===== config.mk =====
export PLATFORM = sky130hd
export DESIGN_NAME = mem_bus_arbiter_flat
export DESIGN_NICKNAME = d
export VERILOG_FILES = /design/src/rtl/mem_bus_arbiter_pkg.sv /design/src/rtl/mem_bus_arbiter_if.sv /design/src/rtl/mem_bus_arbiter_arb_pick.sv /design/src/rtl/mem_bus_arbiter.sv /design/src/flat_wrapper.sv
export SDC_FILE = /design/constraint.sdc
export NUM_CORES = 1
export LEC_CHECK = 0
export CAP_MARGIN = 20
export CORE_AREA = 2 2 240 242
export CTS_CLUSTER_DIAMETER = 40
export CTS_CLUSTER_SIZE = 25
export DETAILED_ROUTE_END_ITERATION = 16
export DIE_AREA = 0 0 242 244
export PLACE_DENSITY = 0.42
export RECOVER_POWER = 50
export SYNTH_ARGS = -nofsm -noshare
export SYNTH_HDL_FRONTEND = slang
export SYNTH_SLANG_ARGS = --single-unit

===== constraint.sdc =====
create_clock -name clk -period 11.5 [get_ports clk]
set_input_delay 3.45 -clock clk [delete_from_list [all_inputs] [get_ports clk]]
set_output_delay 3.45 -clock clk [all_outputs]
set_load 0.01 [all_outputs]

===== src/rtl/mem_bus_arbiter_pkg.sv =====
// Shared types for the two-master memory port arbiter: FSM state, owner
// encoding and default bus geometry.
package bus_pkg;

  localparam int ADDR_W_DEF      = 64;
  localparam int DATA_W_DEF      = 64;
  localparam int TIMEOUT_CYC_DEF = 16;

  typedef enum logic [1:0] {
    IDLE = 2'd0,
    REQ  = 2'd1,
    RSP  = 2'd2
  } state_e;

  // m0 is instruction fetch, m1 is the load/store unit
  typedef enum logic {
    OWN_IF = 1'b0,
    OWN_LS = 1'b1
  } owner_e;

  function automatic owner_e owner_from_grant(input logic [1:0] grant);
    return grant[1] ? OWN_LS : OWN_IF;
  endfunction

endpackage


===== src/rtl/mem_bus_arbiter_if.sv =====
// Request/response bus between a requester and a memory slave. The arbiter
// takes the slave modport toward each core master and the master modport
// toward the memory.
interface mem_bus_if #(
  parameter int ADDR_W = bus_pkg::ADDR_W_DEF,
  parameter int DATA_W = bus_pkg::DATA_W_DEF
);
  logic                  req_valid;
  logic                  req_ready;
  logic [ADDR_W-1:0]     addr;
  logic                  we;
  logic [DATA_W-1:0]     wdata;
  logic [DATA_W/8-1:0]   wstrb;
  logic                  rsp_valid;
  logic [DATA_W-1:0]     rdata;
  logic                  rsp_err;

  modport master (
    output req_valid, addr, we, wdata, wstrb,
    input  req_ready, rsp_valid, rdata, rsp_err
  );

  modport slave (
    input  req_valid, addr, we, wdata, wstrb,
    output req_ready, rsp_valid, rdata, rsp_err
  );
endinterface


===== src/rtl/mem_bus_arbiter_arb_pick.sv =====
// Combinational winner select between the two requesters.
// ARB_ROUND_ROBIN_EN defined: simultaneous requests go to the master that did
// not win last; otherwise the load/store unit (m1) always wins.
module arb_pick
  import bus_pkg::*;
(
  input  logic [1:0] req_valid_i,
  input  owner_e     last_owner_i,
  output logic [1:0] grant_o
);

`ifdef ARB_ROUND_ROBIN_EN
  // Alternate on contention, a lone request always wins
  always_comb begin
    // NOTE: every combinational output gets a default before the case so no path can infer a latch.
    grant_o = 2'b00;
    case (req_valid_i)
      2'b01:   grant_o = 2'b01;
      2'b10:   grant_o = 2'b10;
      2'b11:   grant_o = (last_owner_i == OWN_LS) ? 2'b01 : 2'b10;
      default: grant_o = 2'b00;
    endcase
  end
`else
  // Fixed priority ignores history
  logic unused_last_owner;
  assign unused_last_owner = last_owner_i;

  // m1 beats m0 whenever it requests
  always_comb begin
    grant_o = 2'b00;
    if (req_valid_i[1])      grant_o = 2'b10;
    else if (req_valid_i[0]) grant_o = 2'b01;
  end
`endif

endmodule


===== src/rtl/mem_bus_arbiter.sv =====
// Shares the single memory port between instruction fetch (m0) and the
// load/store unit (m1). One transaction outstanding at a time; a watchdog
// turns a hung slave into an error response after TIMEOUT_CYC cycles.
// Optional feature: ARB_ROUND_ROBIN_EN selects round-robin arbitration.
module mem_bus_arbiter
  import bus_pkg::*;
#(
  parameter int ADDR_W      = ADDR_W_DEF,
  parameter int DATA_W      = DATA_W_DEF,
  parameter int TIMEOUT_CYC = TIMEOUT_CYC_DEF
) (
  input  logic      clk,
  input  logic      rst,
  mem_bus_if.slave  m0_bus,
  mem_bus_if.slave  m1_bus,
  mem_bus_if.master s_bus
);

  localparam int WDOG_W = $clog2(TIMEOUT_CYC);
  localparam logic [WDOG_W-1:0] WDOG_LAST = WDOG_W'(TIMEOUT_CYC - 1);

  state_e                state_q, state_d;
  owner_e                owner_q, owner_d;
  owner_e                last_owner_q, last_owner_d;
  logic [WDOG_W-1:0]     wdog_q, wdog_d;
  logic [ADDR_W-1:0]     addr_q, addr_d;
  logic                  we_q, we_d;
  logic [DATA_W-1:0]     wdata_q, wdata_d;
  logic [DATA_W/8-1:0]   wstrb_q, wstrb_d;

  logic [1:0]            req_valid;
  logic [1:0]            grant;
  logic                  rsp_ok;
  logic                  rsp_timeout;
  logic                  rsp_fire;
  logic [DATA_W-1:0]     rsp_data;

  // The memory has no error signalling of its own
  logic unused_s_rsp_err;
  assign unused_s_rsp_err = s_bus.rsp_err;

  assign req_valid = {m1_bus.req_valid, m0_bus.req_valid};

  arb_pick u_arb_pick (
    .req_valid_i  (req_valid),
    .last_owner_i (last_owner_q),
    .grant_o      (grant)
  );

  // A real response always beats a timeout landing on the same cycle
  assign rsp_ok      = (state_q == RSP) && s_bus.rsp_valid;
  assign rsp_timeout = (state_q == RSP) && !s_bus.rsp_valid && (wdog_q == WDOG_LAST);
  assign rsp_fire    = rsp_ok || rsp_timeout;

  // State and captured-request registers
  always_ff @(posedge clk or posedge rst) begin
    if (rst) begin
      state_q      <= IDLE;
      owner_q      <= OWN_IF;
      last_owner_q <= OWN_LS;
      wdog_q       <= '0;
      addr_q       <= '0;
      we_q         <= 1'b0;
      wdata_q      <= '0;
      wstrb_q      <= '0;
    end else begin
      // NOTE: non-blocking assignments so every register samples pre-edge values.
      state_q      <= state_d;
      owner_q      <= owner_d;
      last_owner_q <= last_owner_d;
      wdog_q       <= wdog_d;
      addr_q       <= addr_d;
      we_q         <= we_d;
      wdata_q      <= wdata_d;
      wstrb_q      <= wstrb_d;
    end
  end

  // Next state: grant and capture in IDLE, hand off in REQ, wait or time out in RSP
  always_comb begin
    state_d      = state_q;
    owner_d      = owner_q;
    last_owner_d = last_owner_q;
    wdog_d       = wdog_q;
    addr_d       = addr_q;
    we_d         = we_q;
    wdata_d      = wdata_q;
    wstrb_d      = wstrb_q;
    case (state_q)
      IDLE: begin
        if (|req_valid) begin
          state_d      = REQ;
          owner_d      = owner_from_grant(grant);
          last_owner_d = owner_from_grant(grant);
          addr_d       = grant[1] ? m1_bus.addr  : m0_bus.addr;
          we_d         = grant[1] ? m1_bus.we    : m0_bus.we;
          wdata_d      = grant[1] ? m1_bus.wdata : m0_bus.wdata;
          wstrb_d      = grant[1] ? m1_bus.wstrb : m0_bus.wstrb;
        end
      end
      REQ: begin
        if (s_bus.req_ready) begin
          state_d = RSP;
          wdog_d  = '0;
        end
      end
      RSP: begin
        // The watchdog holds its value on exit, so it never wraps
        if (rsp_fire) state_d = IDLE;
        else          wdog_d  = wdog_q + 1'b1;
      end
      default: state_d = IDLE;
    endcase
  end

  // Outputs: slave request from registers, ready to the winner, response to the owner
  always_comb begin
    s_bus.req_valid  = (state_q == REQ);
    s_bus.addr       = addr_q;
    s_bus.we         = we_q;
    s_bus.wdata      = wdata_q;
    s_bus.wstrb      = wstrb_q;

    // Ready is held low while reset is asserted so no request is taken then
    m0_bus.req_ready = !rst && (state_q == IDLE) && grant[0];
    m1_bus.req_ready = !rst && (state_q == IDLE) && grant[1];

    rsp_data         = rsp_ok ? s_bus.rdata : '0;
    m0_bus.rsp_valid = rsp_fire    && (owner_q == OWN_IF);
    m1_bus.rsp_valid = rsp_fire    && (owner_q == OWN_LS);
    m0_bus.rsp_err   = rsp_timeout && (owner_q == OWN_IF);
    m1_bus.rsp_err   = rsp_timeout && (owner_q == OWN_LS);
    m0_bus.rdata     = (owner_q == OWN_IF) ? rsp_data : '0;
    m1_bus.rdata     = (owner_q == OWN_LS) ? rsp_data : '0;
  end

endmodule


===== src/flat_wrapper.sv =====
// flat-port wrapper written by rule: the top's interface ports become plain ports
module mem_bus_arbiter_flat import bus_pkg::*;
#(
  parameter int ADDR_W      = ADDR_W_DEF,
  parameter int DATA_W      = DATA_W_DEF,
  parameter int TIMEOUT_CYC = TIMEOUT_CYC_DEF
)
  (clk, rst, m0_bus_req_valid, m0_bus_addr, m0_bus_we, m0_bus_wdata, m0_bus_wstrb, m0_bus_req_ready, m0_bus_rsp_valid, m0_bus_rdata, m0_bus_rsp_err, m1_bus_req_valid, m1_bus_addr, m1_bus_we, m1_bus_wdata, m1_bus_wstrb, m1_bus_req_ready, m1_bus_rsp_valid, m1_bus_rdata, m1_bus_rsp_err, s_bus_req_valid, s_bus_addr, s_bus_we, s_bus_wdata, s_bus_wstrb, s_bus_req_ready, s_bus_rsp_valid, s_bus_rdata, s_bus_rsp_err);
  mem_bus_if #(.ADDR_W(ADDR_W), .DATA_W(DATA_W)) m0_bus_i ();
  mem_bus_if #(.ADDR_W(ADDR_W), .DATA_W(DATA_W)) m1_bus_i ();
  mem_bus_if #(.ADDR_W(ADDR_W), .DATA_W(DATA_W)) s_bus_i ();
  input  logic clk;
  input  logic rst;
  input wire logic [$bits(m0_bus_i.req_valid)-1:0] m0_bus_req_valid;
  input wire logic [$bits(m0_bus_i.addr)-1:0] m0_bus_addr;
  input wire logic [$bits(m0_bus_i.we)-1:0] m0_bus_we;
  input wire logic [$bits(m0_bus_i.wdata)-1:0] m0_bus_wdata;
  input wire logic [$bits(m0_bus_i.wstrb)-1:0] m0_bus_wstrb;
  output wire logic [$bits(m0_bus_i.req_ready)-1:0] m0_bus_req_ready;
  output wire logic [$bits(m0_bus_i.rsp_valid)-1:0] m0_bus_rsp_valid;
  output wire logic [$bits(m0_bus_i.rdata)-1:0] m0_bus_rdata;
  output wire logic [$bits(m0_bus_i.rsp_err)-1:0] m0_bus_rsp_err;
  input wire logic [$bits(m1_bus_i.req_valid)-1:0] m1_bus_req_valid;
  input wire logic [$bits(m1_bus_i.addr)-1:0] m1_bus_addr;
  input wire logic [$bits(m1_bus_i.we)-1:0] m1_bus_we;
  input wire logic [$bits(m1_bus_i.wdata)-1:0] m1_bus_wdata;
  input wire logic [$bits(m1_bus_i.wstrb)-1:0] m1_bus_wstrb;
  output wire logic [$bits(m1_bus_i.req_ready)-1:0] m1_bus_req_ready;
  output wire logic [$bits(m1_bus_i.rsp_valid)-1:0] m1_bus_rsp_valid;
  output wire logic [$bits(m1_bus_i.rdata)-1:0] m1_bus_rdata;
  output wire logic [$bits(m1_bus_i.rsp_err)-1:0] m1_bus_rsp_err;
  output wire logic [$bits(s_bus_i.req_valid)-1:0] s_bus_req_valid;
  output wire logic [$bits(s_bus_i.addr)-1:0] s_bus_addr;
  output wire logic [$bits(s_bus_i.we)-1:0] s_bus_we;
  output wire logic [$bits(s_bus_i.wdata)-1:0] s_bus_wdata;
  output wire logic [$bits(s_bus_i.wstrb)-1:0] s_bus_wstrb;
  input wire logic [$bits(s_bus_i.req_ready)-1:0] s_bus_req_ready;
  input wire logic [$bits(s_bus_i.rsp_valid)-1:0] s_bus_rsp_valid;
  input wire logic [$bits(s_bus_i.rdata)-1:0] s_bus_rdata;
  input wire logic [$bits(s_bus_i.rsp_err)-1:0] s_bus_rsp_err;
  assign m0_bus_i.req_valid = m0_bus_req_valid;
  assign m0_bus_i.addr = m0_bus_addr;
  assign m0_bus_i.we = m0_bus_we;
  assign m0_bus_i.wdata = m0_bus_wdata;
  assign m0_bus_i.wstrb = m0_bus_wstrb;
  assign m0_bus_req_ready = m0_bus_i.req_ready;
  assign m0_bus_rsp_valid = m0_bus_i.rsp_valid;
  assign m0_bus_rdata = m0_bus_i.rdata;
  assign m0_bus_rsp_err = m0_bus_i.rsp_err;
  assign m1_bus_i.req_valid = m1_bus_req_valid;
  assign m1_bus_i.addr = m1_bus_addr;
  assign m1_bus_i.we = m1_bus_we;
  assign m1_bus_i.wdata = m1_bus_wdata;
  assign m1_bus_i.wstrb = m1_bus_wstrb;
  assign m1_bus_req_ready = m1_bus_i.req_ready;
  assign m1_bus_rsp_valid = m1_bus_i.rsp_valid;
  assign m1_bus_rdata = m1_bus_i.rdata;
  assign m1_bus_rsp_err = m1_bus_i.rsp_err;
  assign s_bus_req_valid = s_bus_i.req_valid;
  assign s_bus_addr = s_bus_i.addr;
  assign s_bus_we = s_bus_i.we;
  assign s_bus_wdata = s_bus_i.wdata;
  assign s_bus_wstrb = s_bus_i.wstrb;
  assign s_bus_i.req_ready = s_bus_req_ready;
  assign s_bus_i.rsp_valid = s_bus_rsp_valid;
  assign s_bus_i.rdata = s_bus_rdata;
  assign s_bus_i.rsp_err = s_bus_rsp_err;
  mem_bus_arbiter #(.ADDR_W(ADDR_W), .DATA_W(DATA_W), .TIMEOUT_CYC(TIMEOUT_CYC)) u_core (.clk(clk), .rst(rst), .m0_bus(m0_bus_i), .m1_bus(m1_bus_i), .s_bus(s_bus_i));
endmodule

==> metrics.txt <==
status complete, but fails checks; failing checks max-capacitance violations, max-slew violations; overall die height 244 um; TritonCTS clock tree done; Post-synth EDFFs 0; Setup TNS 0 ps; M2 GR Usage 0.240; antenna-violating nets left 0; peak fanout along the critical path 33; core region area 56200 um^2; H-tree depth 4; Num CTS Buffers 17; Final min period 9560 ps; slowest CP cell nor3b_4; row count 87; DR vias 7340; CTS resizes 0; Seq cells post-synth 144; Initial Util 0.153; GRT met3 Usage 0.0468; relative slew slack -1.15; Final Hold Viols 0; yosys warns 0; critical path class primary input to output port; Leak Pwr 6.30 nW; most used routing layer met2; Req. time, crit path 8050 ps; Root Buffer clkbuf_16; max-slew violation count 195; sequential area share after synthesis 0.420; wire per inst 19.0 um; Net count, final 1576; pwr dens 194 nW/um^2; CP Data Arrival Time 6110 ps; final setup vio count 0; final WL 38.2 mm; Die Span X 242 um; Remaining Overflow, GRT 0; clock skew 23.3 ps; Slew @ Worst Pin 3220 ps; worst-path cell chain dlygate4sd3_1 > nor3b_4 > buf_4 > and2_1 > clkdlybuf4s50_1; Syn Std Cell Area 8570 um^2; Clock Tree Buf Depth 2; clk_lat worst skew 480 ps; async set-reset flop share out of synthesis 1.00; Total GRT Usage 0.127; Worst setup SP type primary input; cell accounting for the most synthesized area dfrtp_1; Final period util 0.831; fmax 105 MHz; share of cells above drive strength 1 0.228; Post-Syn Area per Cell 13.5 um^2; GR Layer Usage met1 0.126; Post-Route Utilization 0.283; Via-to-Cell Ratio 3.65; hpwl dp 30.6 mm; Post-Syn Nets 981; DR iter-0 viols 145; first-pass GRT wire length 54.5 mm; Ports 617; Final Wtd Congestion 0.837; # DRC 0; port bufs 615; top post-synthesis cells by area dfrtp_1, mux2_2, mux2_4; Hold Buf Count CTS 0; RSZ-0062 raised after global routing no; crit path capture type output port; antenna violations before repair 14; max-cap check violation count 3; post-synthesis cell count 635; Yosys top cell area share 0.420; Post-synth top flop dfrtp_1; worst hold-check path type flop to flop; vias in the first global route 7975; Die Area 59000 um^2; Area Growth Syn to Fin 85.2%; drt pass-1 iters 4; maximum VDD drop 0.000118 V; largest net degree at the start of global routing 97; Setup Buffers After CTS 0; CTS sink cnt 144; clock slew at reported path FFs 60 ps; Crit path largest cell delay 840 ps; distinct cell type count of the synthesized netlist 34
## worst max-delay path: cells and delay by family
| kind | cells | cell delay (ps) |
|---|---|---|
| simple gates | 2 | 1020 |
| buf+inv | 3 | 1620 |
## report_power, final
group / switching, mW / internal (mW) / leakage (nW)
Clock: 0.257 / 0.341 / 0.304
Combinational: 0.605 / 0.970 / 4.30
Sequential: 0.141 / 0.765 / 1.69
Total: 1.00 / 2.08 / 6.30
## cell families (layout without fill, tap and decap cells)
group / count (synthesis) / after routing / share of synthesized area
fa+ha+maj: 1 / 1 / 0.00146
other cells: 0 / 10 / 0
simple gates: 154 / 154 / 0.113
flops: 144 / 144 / 0.420
mux: 274 / 274 / 0.411
compound gates: 13 / 13 / 0.0120
buf+inv: 49 / 657 / 0.0423
## flip-flops by register name, summed over array words and instances (netlist names)
register / count
u_core.owner_q: 1
u_core.s_bus.addr: 64
u_core.s_bus.wdata: 64
u_core.s_bus.we: 1
u_core.s_bus.wstrb: 8
u_core.state_q: 2
u_core.wdog_q: 4
## per-stage QoR
| step | power (mW) | setup slack (ps) | cell area [um^2] | hold slack (ps) | instances |
|---|---|---|---|---|---|
| after floorplan | 1.80 | 1020 | 8570 | 525 | 635 |
| after global placement | 2.65 | 1940 | 15400 | 492 | 1967 |
| after detailed placement | 2.65 | 1940 | 15400 | 492 | 1967 |
| after CTS | 3.29 | 1940 | 16000 | 511 | 1999 |
| after global routing | 3.27 | 1690 | 15900 | 502 | 2001 |
| final | 3.08 | 1940 | 15900 | 481 | 2009 |
## cells in the final DEF, fill, tap and decap left out, types with 3 or more instances in the layout
cell type	count
diode_2	10
dlygate4sd3_1	141
mux2_2	158
clkinv_4	4
inv_1	3
mux2_4	83
a221oi_1	3
a21oi_1	3
inv_6	5
nand2_1	7
and2_1	128
dfrtp_1	144
clkbuf_16	17
clkdlybuf4s50_1	473
buf_4	4
clkbuf_8	3
mux2_1	33
## routing by layer
layer / wire, um / share of wire / vias to the layer above
li1: - / - / 3412
met1: 13300 / 0.35 / 3503
met2: 20900 / 0.55 / 377
met3: 2960 / 0.078 / 48
met4: 933 / 0.024 / 0
met5: 0 / 0 / -
## Yosys cell counts, types with 2 or more instances
master / number
a21oi_1: 3
a221oi_1: 3
and2_1: 129
and3_1: 2
buf_2: 14
buf_6: 20
clkbuf_1: 4
clkbuf_2: 6
dfrtp_1: 144
inv_1: 4
mux2_2: 158
mux2_4: 116
nand2_1: 7
nor2_1: 2
nor2b_1: 2
nor3_1: 2
nor4_1: 2
## path summary, 6_finish.rpt
path	startpoint	endpoint	slack [ps]	cells after the start
max in group asynchronous	rst	u_core.state_q[0]$_DFFE_PP0P_	4430	4
setup / recovery	s_bus_rsp_valid	m0_bus_rdata[3]	1940	5
setup reg to reg	u_core.state_q[1]$_DFFE_PP0P_	u_core.s_bus.wdata[63]$_DFFE_PP0P_	5470	4
hold / removal	u_core.s_bus.addr[14]$_DFFE_PP0P_	u_core.s_bus.addr[14]$_DFFE_PP0P_	480	1
hold reg to reg	u_core.s_bus.addr[14]$_DFFE_PP0P_	u_core.s_bus.addr[14]$_DFFE_PP0P_	480	1
min in group asynchronous	rst	u_core.s_bus.wdata[61]$_DFFE_PP0P_	3480	2
## area by class of cell
cell class                 count  area [um^2]
multi-input combinational    442         4480
clock buffer                  20          467
clock inverter                12          146
inverter                       4         20.0
sequential                   144         3600
timing repair buffer         621         6200
tap                          756          946
fill                        5910        40300
antenna                       10         25.0
(Power assumes the default switching activity.)
